**src/rtl/rvv_inst_encoder_if.sv**
```systemverilog
// rvv_inst_encoder_if: request and instruction handshake bundle of the RVV instruction encoder
interface rvv_inst_encoder_if;
  logic       req_valid;
  logic       req_ready;
  logic [1:0] req_kind;
  logic [7:0] req_funct8;
  logic [2:0] req_alu_type;
  logic       req_vm;
  logic [4:0] req_vd;
  logic [4:0] req_vs2;
  logic [4:0] req_src1;
  logic [1:0] req_mop;
  logic [4:0] req_umop;
  logic [2:0] req_nf;
  logic [2:0] req_width;
  logic [7:0] req_vtype;
  logic [4:0] req_avl_xreg;
  logic        inst_valid;
  logic        inst_ready;
  logic [31:0] inst_data;
  logic        inst_is_cfg;
  modport master (
    output req_valid, req_kind, req_funct8, req_alu_type, req_vm, req_vd, req_vs2, req_src1,
           req_mop, req_umop, req_nf, req_width, req_vtype, req_avl_xreg, inst_ready,
    input  req_ready, inst_valid, inst_data, inst_is_cfg
  );
  modport slave (
    input  req_valid, req_kind, req_funct8, req_alu_type, req_vm, req_vd, req_vs2, req_src1,
           req_mop, req_umop, req_nf, req_width, req_vtype, req_avl_xreg, inst_ready,
    output req_ready, inst_valid, inst_data, inst_is_cfg
  );
endinterface

```
**src/rtl/rvv_inst_encoder.sv**
```systemverilog
// rvv_inst_encoder: assembles RVV requests into 32-bit encodings, inserting vsetvli on vtype change (RVV_ENC_VTYPE_ELIDE_EN enables elision)
module rvv_inst_encoder #(
  parameter logic [4:0] CFG_RD    = 5'd0,
  parameter int         ERR_CNT_W = 16
) (
  input  logic                 clk,
  input  logic                 rst,
  rvv_inst_encoder_if.slave    bus,
  input  logic                 vtype_flush,
  output logic                 err_pulse,
  output logic [ERR_CNT_W-1:0] err_cnt
);
`ifdef RVV_ENC_VTYPE_ELIDE_EN
  localparam bit ELIDE = 1'b1;
`else
  localparam bit ELIDE = 1'b0;
`endif
  typedef enum logic {IDLE, CFG_PEND} state_t;
  state_t      state, state_d;
  logic [31:0] hold;
  logic [7:0]  cur_vtype;
  logic        vtype_known;
  logic [1:0]  cls;
  logic        alu_bad, illegal, acc, take, need_cfg;
  logic [31:0] alu_w, ls_w, cfg_w, enc_w;
  // request decode, legality and word assembly
  always_comb begin
    cls      = bus.req_funct8[7:6];
    alu_bad  = bus.req_alu_type inside {3'd1, 3'd5, 3'd7} || cls[1] ||
               (cls == 2'b00 && bus.req_alu_type inside {3'd2, 3'd6}) ||
               (cls == 2'b01 && bus.req_alu_type inside {3'd0, 3'd3, 3'd4});
    illegal  = bus.req_kind == 2'd3 || (bus.req_kind == 2'd0 && alu_bad);
    acc      = bus.req_valid && bus.req_ready;
    take     = acc && !illegal;
    need_cfg = !ELIDE || !vtype_known || vtype_flush || bus.req_vtype != cur_vtype;
    alu_w    = {bus.req_funct8[5:0], bus.req_vm, bus.req_vs2, bus.req_src1, bus.req_alu_type,
                bus.req_vd, 7'b1010111};
    ls_w     = {bus.req_nf, 1'b0, bus.req_mop, bus.req_vm,
                bus.req_mop == 2'd0 ? bus.req_umop : bus.req_vs2, bus.req_src1, bus.req_width,
                bus.req_vd, bus.req_kind == 2'd2 ? 7'b0100111 : 7'b0000111};
    cfg_w    = {4'b0, bus.req_vtype, bus.req_avl_xreg, 3'b111, CFG_RD, 7'b1010111};
    enc_w    = bus.req_kind == 2'd0 ? alu_w : ls_w;
  end
  // state register
  always_ff @(posedge clk or posedge rst)
    if (rst) state <= IDLE;
    else state <= state_d;
  // next state: enter CFG_PEND when a vsetvli is inserted, leave on its handshake
  always_comb
    state_d = state == IDLE ? (take && need_cfg ? CFG_PEND : IDLE) : (bus.inst_ready ? IDLE : CFG_PEND);
  // FSM outputs: requests only accepted in IDLE when the output register can be refilled
  always_comb
    bus.req_ready = state == IDLE && (!bus.inst_valid || bus.inst_ready);
  // output and hold registers
  always_ff @(posedge clk or posedge rst)
    if (rst) begin
      bus.inst_valid  <= 1'b0;
      bus.inst_data   <= '0;
      bus.inst_is_cfg <= 1'b0;
      hold            <= '0;
    end else if (take) begin
      bus.inst_valid  <= 1'b1;
      bus.inst_data   <= need_cfg ? cfg_w : enc_w;
      bus.inst_is_cfg <= need_cfg;
      if (need_cfg) hold <= enc_w;
    end else if (state == CFG_PEND && bus.inst_ready) begin
      bus.inst_data   <= hold;
      bus.inst_is_cfg <= 1'b0;
    end else if (bus.inst_ready) bus.inst_valid <= 1'b0;
  // vtype tracking: a flush clears knowledge unless this same accept re-establishes it
  always_ff @(posedge clk or posedge rst)
    if (rst) begin
      cur_vtype   <= '0;
      vtype_known <= 1'b0;
    end else if (take && need_cfg) begin
      cur_vtype   <= bus.req_vtype;
      vtype_known <= 1'b1;
    end else if (vtype_flush) vtype_known <= 1'b0;
  // rejected-request pulse and saturating counter
  always_ff @(posedge clk or posedge rst)
    if (rst) begin
      err_pulse <= 1'b0;
      err_cnt   <= '0;
    end else begin
      err_pulse <= acc && illegal;
      if (acc && illegal && !(&err_cnt)) err_cnt <= err_cnt + ERR_CNT_W'(1);
    end
endmodule

```
**src/flat_wrapper.sv**
```systemverilog
// flat-port wrapper written by rule: the top's interface ports become plain ports
module rvv_inst_encoder_flat 
#(
  parameter logic [4:0] CFG_RD    = 5'd0,
  parameter int         ERR_CNT_W = 16
)
  (clk, rst, vtype_flush, err_pulse, err_cnt, bus_req_valid, bus_req_kind, bus_req_funct8, bus_req_alu_type, bus_req_vm, bus_req_vd, bus_req_vs2, bus_req_src1, bus_req_mop, bus_req_umop, bus_req_nf, bus_req_width, bus_req_vtype, bus_req_avl_xreg, bus_inst_ready, bus_req_ready, bus_inst_valid, bus_inst_data, bus_inst_is_cfg);
  rvv_inst_encoder_if bus_i ();
  input  logic clk;
  input  logic rst;
  input  logic vtype_flush;
  output logic err_pulse;
  output logic [ERR_CNT_W-1:0] err_cnt;
  input wire logic [$bits(bus_i.req_valid)-1:0] bus_req_valid;
  input wire logic [$bits(bus_i.req_kind)-1:0] bus_req_kind;
  input wire logic [$bits(bus_i.req_funct8)-1:0] bus_req_funct8;
  input wire logic [$bits(bus_i.req_alu_type)-1:0] bus_req_alu_type;
  input wire logic [$bits(bus_i.req_vm)-1:0] bus_req_vm;
  input wire logic [$bits(bus_i.req_vd)-1:0] bus_req_vd;
  input wire logic [$bits(bus_i.req_vs2)-1:0] bus_req_vs2;
  input wire logic [$bits(bus_i.req_src1)-1:0] bus_req_src1;
  input wire logic [$bits(bus_i.req_mop)-1:0] bus_req_mop;
  input wire logic [$bits(bus_i.req_umop)-1:0] bus_req_umop;
  input wire logic [$bits(bus_i.req_nf)-1:0] bus_req_nf;
  input wire logic [$bits(bus_i.req_width)-1:0] bus_req_width;
  input wire logic [$bits(bus_i.req_vtype)-1:0] bus_req_vtype;
  input wire logic [$bits(bus_i.req_avl_xreg)-1:0] bus_req_avl_xreg;
  input wire logic [$bits(bus_i.inst_ready)-1:0] bus_inst_ready;
  output wire logic [$bits(bus_i.req_ready)-1:0] bus_req_ready;
  output wire logic [$bits(bus_i.inst_valid)-1:0] bus_inst_valid;
  output wire logic [$bits(bus_i.inst_data)-1:0] bus_inst_data;
  output wire logic [$bits(bus_i.inst_is_cfg)-1:0] bus_inst_is_cfg;
  assign bus_i.req_valid = bus_req_valid;
  assign bus_i.req_kind = bus_req_kind;
  assign bus_i.req_funct8 = bus_req_funct8;
  assign bus_i.req_alu_type = bus_req_alu_type;
  assign bus_i.req_vm = bus_req_vm;
  assign bus_i.req_vd = bus_req_vd;
  assign bus_i.req_vs2 = bus_req_vs2;
  assign bus_i.req_src1 = bus_req_src1;
  assign bus_i.req_mop = bus_req_mop;
  assign bus_i.req_umop = bus_req_umop;
  assign bus_i.req_nf = bus_req_nf;
  assign bus_i.req_width = bus_req_width;
  assign bus_i.req_vtype = bus_req_vtype;
  assign bus_i.req_avl_xreg = bus_req_avl_xreg;
  assign bus_i.inst_ready = bus_inst_ready;
  assign bus_req_ready = bus_i.req_ready;
  assign bus_inst_valid = bus_i.inst_valid;
  assign bus_inst_data = bus_i.inst_data;
  assign bus_inst_is_cfg = bus_i.inst_is_cfg;
  rvv_inst_encoder #(.CFG_RD(CFG_RD), .ERR_CNT_W(ERR_CNT_W)) u_core (.clk(clk), .rst(rst), .bus(bus_i), .vtype_flush(vtype_flush), .err_pulse(err_pulse), .err_cnt(err_cnt));
endmodule
```
**config.mk**
```make
export PLATFORM = sky130hd
export DESIGN_NAME = rvv_inst_encoder_flat
export DESIGN_NICKNAME = d
export VERILOG_FILES = /design/src/rtl/rvv_inst_encoder_if.sv /design/src/rtl/rvv_inst_encoder.sv /design/src/flat_wrapper.sv
export SDC_FILE = /design/constraint.sdc
export NUM_CORES = 1
export LEC_CHECK = 0
export ABC_AREA = 1
export BUFFER_PORTS_ARGS = -buffer_cell sky130_fd_sc_hd__buf_2
export CORE_ASPECT_RATIO = 0.5
export CORE_MARGIN = 2
export CORE_UTILIZATION = 55
export CTS_CLUSTER_DIAMETER = 80
export DETAILED_ROUTE_END_ITERATION = 6
export PLACE_DENSITY = 0.95
export SYNTH_ARGS = -nofsm -noshare
export SYNTH_HDL_FRONTEND = slang
export SYNTH_SLANG_ARGS = --single-unit
```
**constraint.sdc**
```tcl
create_clock -name clk -period 5.2 [get_ports clk]
set_clock_uncertainty 0.2 [all_clocks]
set_input_delay 1.04 -clock clk [delete_from_list [all_inputs] [get_ports clk]]
set_output_delay 1.04 -clock clk [all_outputs]
set_load 0.02 [all_outputs]
```
Word level (Yosys, flattened, before mapping)
Cells that the tools add are included.
{"block": "word_totals", "in_bits": 60, "register_bits": 84}
{"block": "classes", "n_addsub": 1, "bitwise_logic": 1, "reduce_logical": 28, "n_mux": 13, "n_eq_ne": 11}
{"cell": "$mux W32", "n": 3}
{"cell": "$add A16 B1 Y16 const B", "n": 1}
{"cell": "$reduce_and A16 Y1", "n": 1}
{"cell": "$eq A3 B3 Y1 const B", "n": 4}
{"cell": "$logic_and A1 B1 Y1", "n": 9}
{"cell": "$mux W1", "n": 8}
{"cell": "$eq A3 B2 Y1 const B", "n": 2}
{"cell": "$logic_not A2 Y1", "n": 3}
{"cell": "$mux W6", "n": 1}
{"cell": "$reduce_bool A2 Y1", "n": 3}
{"cell": "$reduce_bool A3 Y1", "n": 2}
{"cell": "$logic_or A1 B1 Y1", "n": 5}
{"cell": "$mux W5", "n": 1}
{"cell": "$eq A2 B2 Y1 const B", "n": 2}
{"cell": "$eq A3 B1 Y1 const B", "n": 1}
{"cell": "$logic_not A1 Y1", "n": 3}
{"cell": "$logic_not A3 Y1", "n": 1}
{"cell": "$eq A2 B1 Y1 const B", "n": 1}
{"cell": "$ne A2 B1 Y1 const B", "n": 1}
{"cell": "$reduce_and A2 Y1", "n": 1}
{"cell": "$not A1 Y1", "n": 1}

Logic depth before layout (Yosys ltp)
{"block": "depth", "word_depth": 11, "depth_mapped": 14}

Worst setup path before layout
OpenSTA, ideal clock, no wires.
{"block": "synth_timing", "kind": "input -> output", "startpoint": "in bus_inst_ready", "endpoint": "out bus_req_ready", "t_required_ns": 3.960, "t_arrival_ns": 1.279, "path_stages": 2, "n_path_buf": 0, "setup_slack_ns": 2.681, "cell_sequence": "nor2_1 nor2_2"}
{"block": "synth_via", "elab_chain_len": 2}
{"element": "start, declared", "line": "flat_wrapper.sv:28", "text": "input wire logic [$bits(bus_i.inst_ready)-1:0] bus_inst_ready;"}
{"element": "$logic_or A1 B1 Y1", "line": "rvv_inst_encoder.sv:53", "text": "bus.req_ready = state == IDLE && (!bus.inst_valid || bus.inst_ready);"}
{"element": "$logic_and A1 B1 Y1", "line": "rvv_inst_encoder.sv:53"}
{"element": "end, declared", "line": "flat_wrapper.sv:29", "text": "output wire logic [$bits(bus_i.req_ready)-1:0] bus_req_ready;"}
No other way between the ends.

Worst setup path after layout
{"block": "layout_timing", "startpoint": "in bus_req_kind[1]", "endpoint": "reg u_core.bus.inst_data[19]"}
{"block": "layout_via", "elab_chain_len": 6, "word_cells_on_any_way": 8, "cone_classes": "eq/ne (1); mux (1); reduce/logical (6)"}
{"element": "start, declared", "line": "flat_wrapper.sv:15", "text": "input wire logic [$bits(bus_i.req_kind)-1:0] bus_req_kind;"}
{"element": "$logic_not A2 Y1", "line": "rvv_inst_encoder.sv:32", "text": "illegal = bus.req_kind == 2'd3 || (bus.req_kind == 2'd0 && alu_bad);"}
{"element": "$logic_and A1 B1 Y1", "line": "rvv_inst_encoder.sv:32"}
{"element": "$logic_or A1 B1 Y1 *", "line": "rvv_inst_encoder.sv:32"}
{"element": "$logic_not A1 Y1 *", "line": "rvv_inst_encoder.sv:34", "text": "take = acc && !illegal;"}
{"element": "$logic_and A1 B1 Y1 *", "line": "rvv_inst_encoder.sv:34"}
{"element": "$mux W32 / $reduce_bool A2 Y1 (equally long branches)"}
{"element": "end signal, assigned", "line": "rvv_inst_encoder.sv:63", "text": "bus.inst_data <= need_cfg ? cfg_w : enc_w;"}
{"element": "end signal, assigned", "line": "rvv_inst_encoder.sv:67", "text": "bus.inst_data <= hold;"}
{"element": "end, declared", "line": "rvv_inst_encoder_if.sv:30", "text": "output req_ready, inst_valid, inst_data, inst_is_cfg"}
Mark *: on every way between the ends. The rest lies on a longest branch, timed or not.
A chain may end at the register's enable or synchronous reset.

==> results list <==
- Outcome: completed
- Among cell families on the critical path, the largest total delay comes from simple AND/OR/NAND/NOR gates.
* Number of antenna violations at the first check in global routing: 0
* Cell count after placement: about 630
- R2r endpoint: u_core.bus.inst_data[19]
- Dividing the synthesized area by the synthesized cell count gives between 8 and 9 sq um.
* CP Cell Sequence: buf_2 > nor2_4 > nand2_2 > nand3_2 > nand2_1 > inv_2 > nand2_1 > nand2_1
- Buffers & Inverters on Critical Path: 2
- The first global-routing pass estimated between 10000 and 15000 um of wire.
- In the final layout, the share of cells above drive strength 1 is 0.270.
- Non-filler cells in the finished layout: between 600 and 700
- Adder and majority cell fraction of the synthesized area: 0.00339
- In this run the worst path has a maximum fanout of 22.
- Crit path arrival time: about 3300 ps
* Max Cap Viol: 0
* Worst Path Class, Setup: in2reg
- At the worst endpoint, the required time is between 5000 and 6000 ps.
* Number of global-route vias before repair: 3069
* DRT Pass-1 Iters: 6
- Worst hold path startpoint: u_core.bus.inst_data[30]
- The synthesized netlist occupies a cell area of roughly 3700 sq um.
- Of the total synthesized cell area, the portion taken by AND, OR, NAND and NOR gates is 0.327.
- Cell depth of the worst setup path: 8
- The die is 120 um wide.
- TritonCTS built the clock tree.
- The floorplan has 21 rows.
- After floorplanning, the core was sized to cover between 6000 and 7000 sq um.
- The number of antenna diodes in the final layout is 0.
* Pin count of the biggest net entering global routing: 55
* Area growth, synth to finish: 22.0%
- The number of max-slew violations in the final report is 0.
- For this design the static power due to leakage is 2.53 nW.
- For this run, the register share of the synthesized area comes to 0.516.
* 1st-iter DRT viols: 302
- CTS sink cnt: 76
- Setup violations remaining at the end of the flow were counted as 0.
* Power Total: about 2.1 mW
- WL per Instance: approximately 14 um
* Largest voltage drop on the vdd net: about 0.2 mV
- Clk buf depth: 2
- At the pin with the least slew margin, the transition time is between 1000 and 1500 ps.
- Sequential share of power: 0.416
- Number of vias per cell: between 5 and 6
* Yosys Warn Count: 0
- Most common cell after layout, fill and taps aside: sky130_fd_sc_hd__nand2_1
- Sw Share: 0.361
* Register-to-register setup slack: 2390 ps
* Dominant combinational cell family by area after synthesis: simple AND/OR/NAND/NOR gates
- Of the total synthesized cell area, the portion taken by XOR and XNOR cells is 0.0309.
- Buffers inserted to repair hold after CTS numbered 0.
- Detailed placement ended at an HPWL of approximately 5900 um.
- Global routing finished with a remaining overflow of 0.
- Clock tree root buffer cell: sky130_fd_sc_hd__clkbuf_16
- The count of buffers added on input and output ports is between 100 and 150.
- Synthesized netlist net count: 509
* Count of different cell masters after synthesis: 32
* Most frequent CP cell: sky130_fd_sc_hd__nand2_1
- Multiplexer share of the synthesized area: 0.0261
- OpenSTA, run right after detailed placement, puts the worst setup slack at between 1500 and 2000 ps.
* Insertion delay to the later sink of the worst-skew pair: 340 ps
- Wire length after detailed routing: between 9000 and 10000 um
- DRC violations left: 0
- Post_cts resized: 0
- Global placer's final weighted congestion: 0.883
* Area of all placed cells without fillers: around 4500 sq um
* Number of cells traversed by the worst register-to-register path: 8
- Counting every instance in the synthesized netlist gives about 450.
- Counting instances, the worst hold path has a depth of 2.
* Highest-count cells in the layout ignoring fill and taps: 198 x sky130_fd_sc_hd__nand2_1, 109 x sky130_fd_sc_hd__buf_2, 76 x sky130_fd_sc_hd__dfrtp_1
- Endpoint, Worst Hold: u_core.bus.inst_data[30]
- In the global route stage, overall resource usage came out at 0.258.
- Final total negative setup slack: 0 ps
* Post-CTS repair timing setup buffer count: 0
- The compound-gate portion of the synthesized area came to 0.0285.
* Setup repair after global routing missed its margin: false
- The worst setup path is launched from a primary input.
* Part of the total power dissipated in combinational logic: 0.290
* Total Nets Final: 608
- Summing over every cut layer, the via total after detailed routing is 3352.
- STA classifies the critical path endpoint as a flop.
* Clock H-tree levels: 3
* Smallest setup slack after layout: ~2000 ps
- Static timing analysis puts the maximum clock frequency at 0.311 GHz.
- Switch Pwr: 0.760 mW
* Maximum single-stage delay on the critical path: ~540 ps
* Final period utilization: 0.619
- In this run the count of I/O pins placed on the die edge is around 110.
- Standard cell with the maximum stage delay on the critical path: sky130_fd_sc_hd__inv_2
- Placed cell areas: 4210 sq um
* Clock network fraction of design power: 0.294
- Fill cell instance count of the final layout: 519
* Internal portion of total power: approximately 1.3 mW
* Count of antenna-violating nets left after detailed routing: 0
* Min-Delay Path Class: reg2reg
- Full die area: 7420 sq um
- Power density normalized to cell area: 467 nW/um^2
- Total clock buffers created by CTS: 9
* Post-layout minimum cycle time: ~3200 ps
- Initial core utilization: 0.559
- Clock-pin slew was measured on the worst setup and hold paths at approximately 60 ps.
- Startpoint of the worst register-to-register path: u_core.state
- Measured against its own limit, the worst slew margin works out to 0.256.
- The count of final hold-check violations was 0.
- Counting flops and latches in the post-synthesis netlist gives 76.
- Chip height: 61.9 um
[synth_stat cells (all sizes together)]
cell type	number	area [sq um]
ha	1	12.5
dfrtp	76	1900
nor3	4	30.0
nand3	32	178
a21oi	2	13.8
buf	19	141
xor2	7	61.3
nand4	17	121
clkbuf	4	15.0
mux2i	4	40.0
conb	1	3.75
nand2	199	749
inv	25	93.8
mux2	5	56.3
o22ai	1	6.26
nor2	26	113
or2	1	6.26
xnor2	6	52.6
nor3b	1	7.51
o21ai	17	85.1
[power groups by stage]
| stage | clock network, mW | logic, mW | registers (mW) |
|---|---|---|---|
| 3_5_place_dp | 0 | 0.604 | 0.878 |
| 3_3_place_gp | 0 | 0.586 | 0.871 |
| 4_1_cts | 0.624 | 0.615 | 0.872 |
| 2_1_floorplan | 0 | 0.292 | 0.996 |
| 6_report | 0.618 | 0.611 | 0.875 |
| 5_1_grt | 0.650 | 0.683 | 0.894 |
[routing by layer]
layer | up-vias | global-route usage | share of wire
met2 | 127 | 0.431 | 0.49
met3 | 35 | 0.0620 | 0.058
met4 | 0 | 0.134 | 0.029
li1 | 1619 | - | -
met1 | 1571 | 0.328 | 0.42
met5 | - | 0 | 0
[flip-flops by register name, summed over array words and instances (netlist names)]
register,flops
u_core.err_cnt,16
u_core.err_pulse,1
u_core.hold,28
u_core.state,1
u_core.bus.inst_valid,1
u_core.bus.inst_data,28
u_core.bus.inst_is_cfg,1
[through the flow]
step	hold slack [ps]	util
2_1_floorplan	240	-
6_report	266	0.683
3_5_place_dp	256	0.638
4_1_cts	271	0.683
5_1_grt	294	0.683
3_3_place_gp	249	0.638
[cells by family after synthesis]
kind of cell | Yosys count
AO/OA/AOI/OAI | 20
adder cells (fa/ha/maj) | 1
buffers and inverters | 48
XOR/XNOR | 13
other | 1
flip-flops | 76
AND/OR/NAND/NOR | 280
multiplexers | 9
[worst max-delay path by stage]
stage	slack, ps	start	to
CTS	2030	bus_req_kind[1]	u_core.bus.inst_data[19]
global route	1810	bus_req_kind[1]	u_core.bus.inst_data[18]
detailed placement	1700	bus_req_kind[1]	u_core.bus.inst_data[19]
global placement	1790	bus_req_kind[1]	u_core.bus.inst_data[24]
finish	1980	bus_req_kind[1]	u_core.bus.inst_data[19]
floorplan	2020	rst	u_core.bus.inst_data[10]
[worst reg2reg max path, cell delays in order (launching register included)]
cell and delay [ps]:
sky130_fd_sc_hd__dfrtp_1 550, sky130_fd_sc_hd__nor2_2 190, sky130_fd_sc_hd__nand2_1 110, sky130_fd_sc_hd__inv_2 280
sky130_fd_sc_hd__nand3_2 140, sky130_fd_sc_hd__nand2_1 570, sky130_fd_sc_hd__inv_2 380, sky130_fd_sc_hd__nand2_1 180
sky130_fd_sc_hd__nand2_1 90
[final cells by class]
cell class / instances / area [sq um] / share of cell area
clock inverters: 6 / 65.1 / 0.0145
inverters: 25 / 93.8 / 0.0208
well taps: 92 / 115 / 0.0256
clock buffers: 10 / 229 / 0.0509
repair buffers: 111 / 561 / 0.125
multi-input cells: 324 / 1540 / 0.341
flip-flops and latches: 76 / 1900 / 0.422
Power figures use the tool's default switching activity.
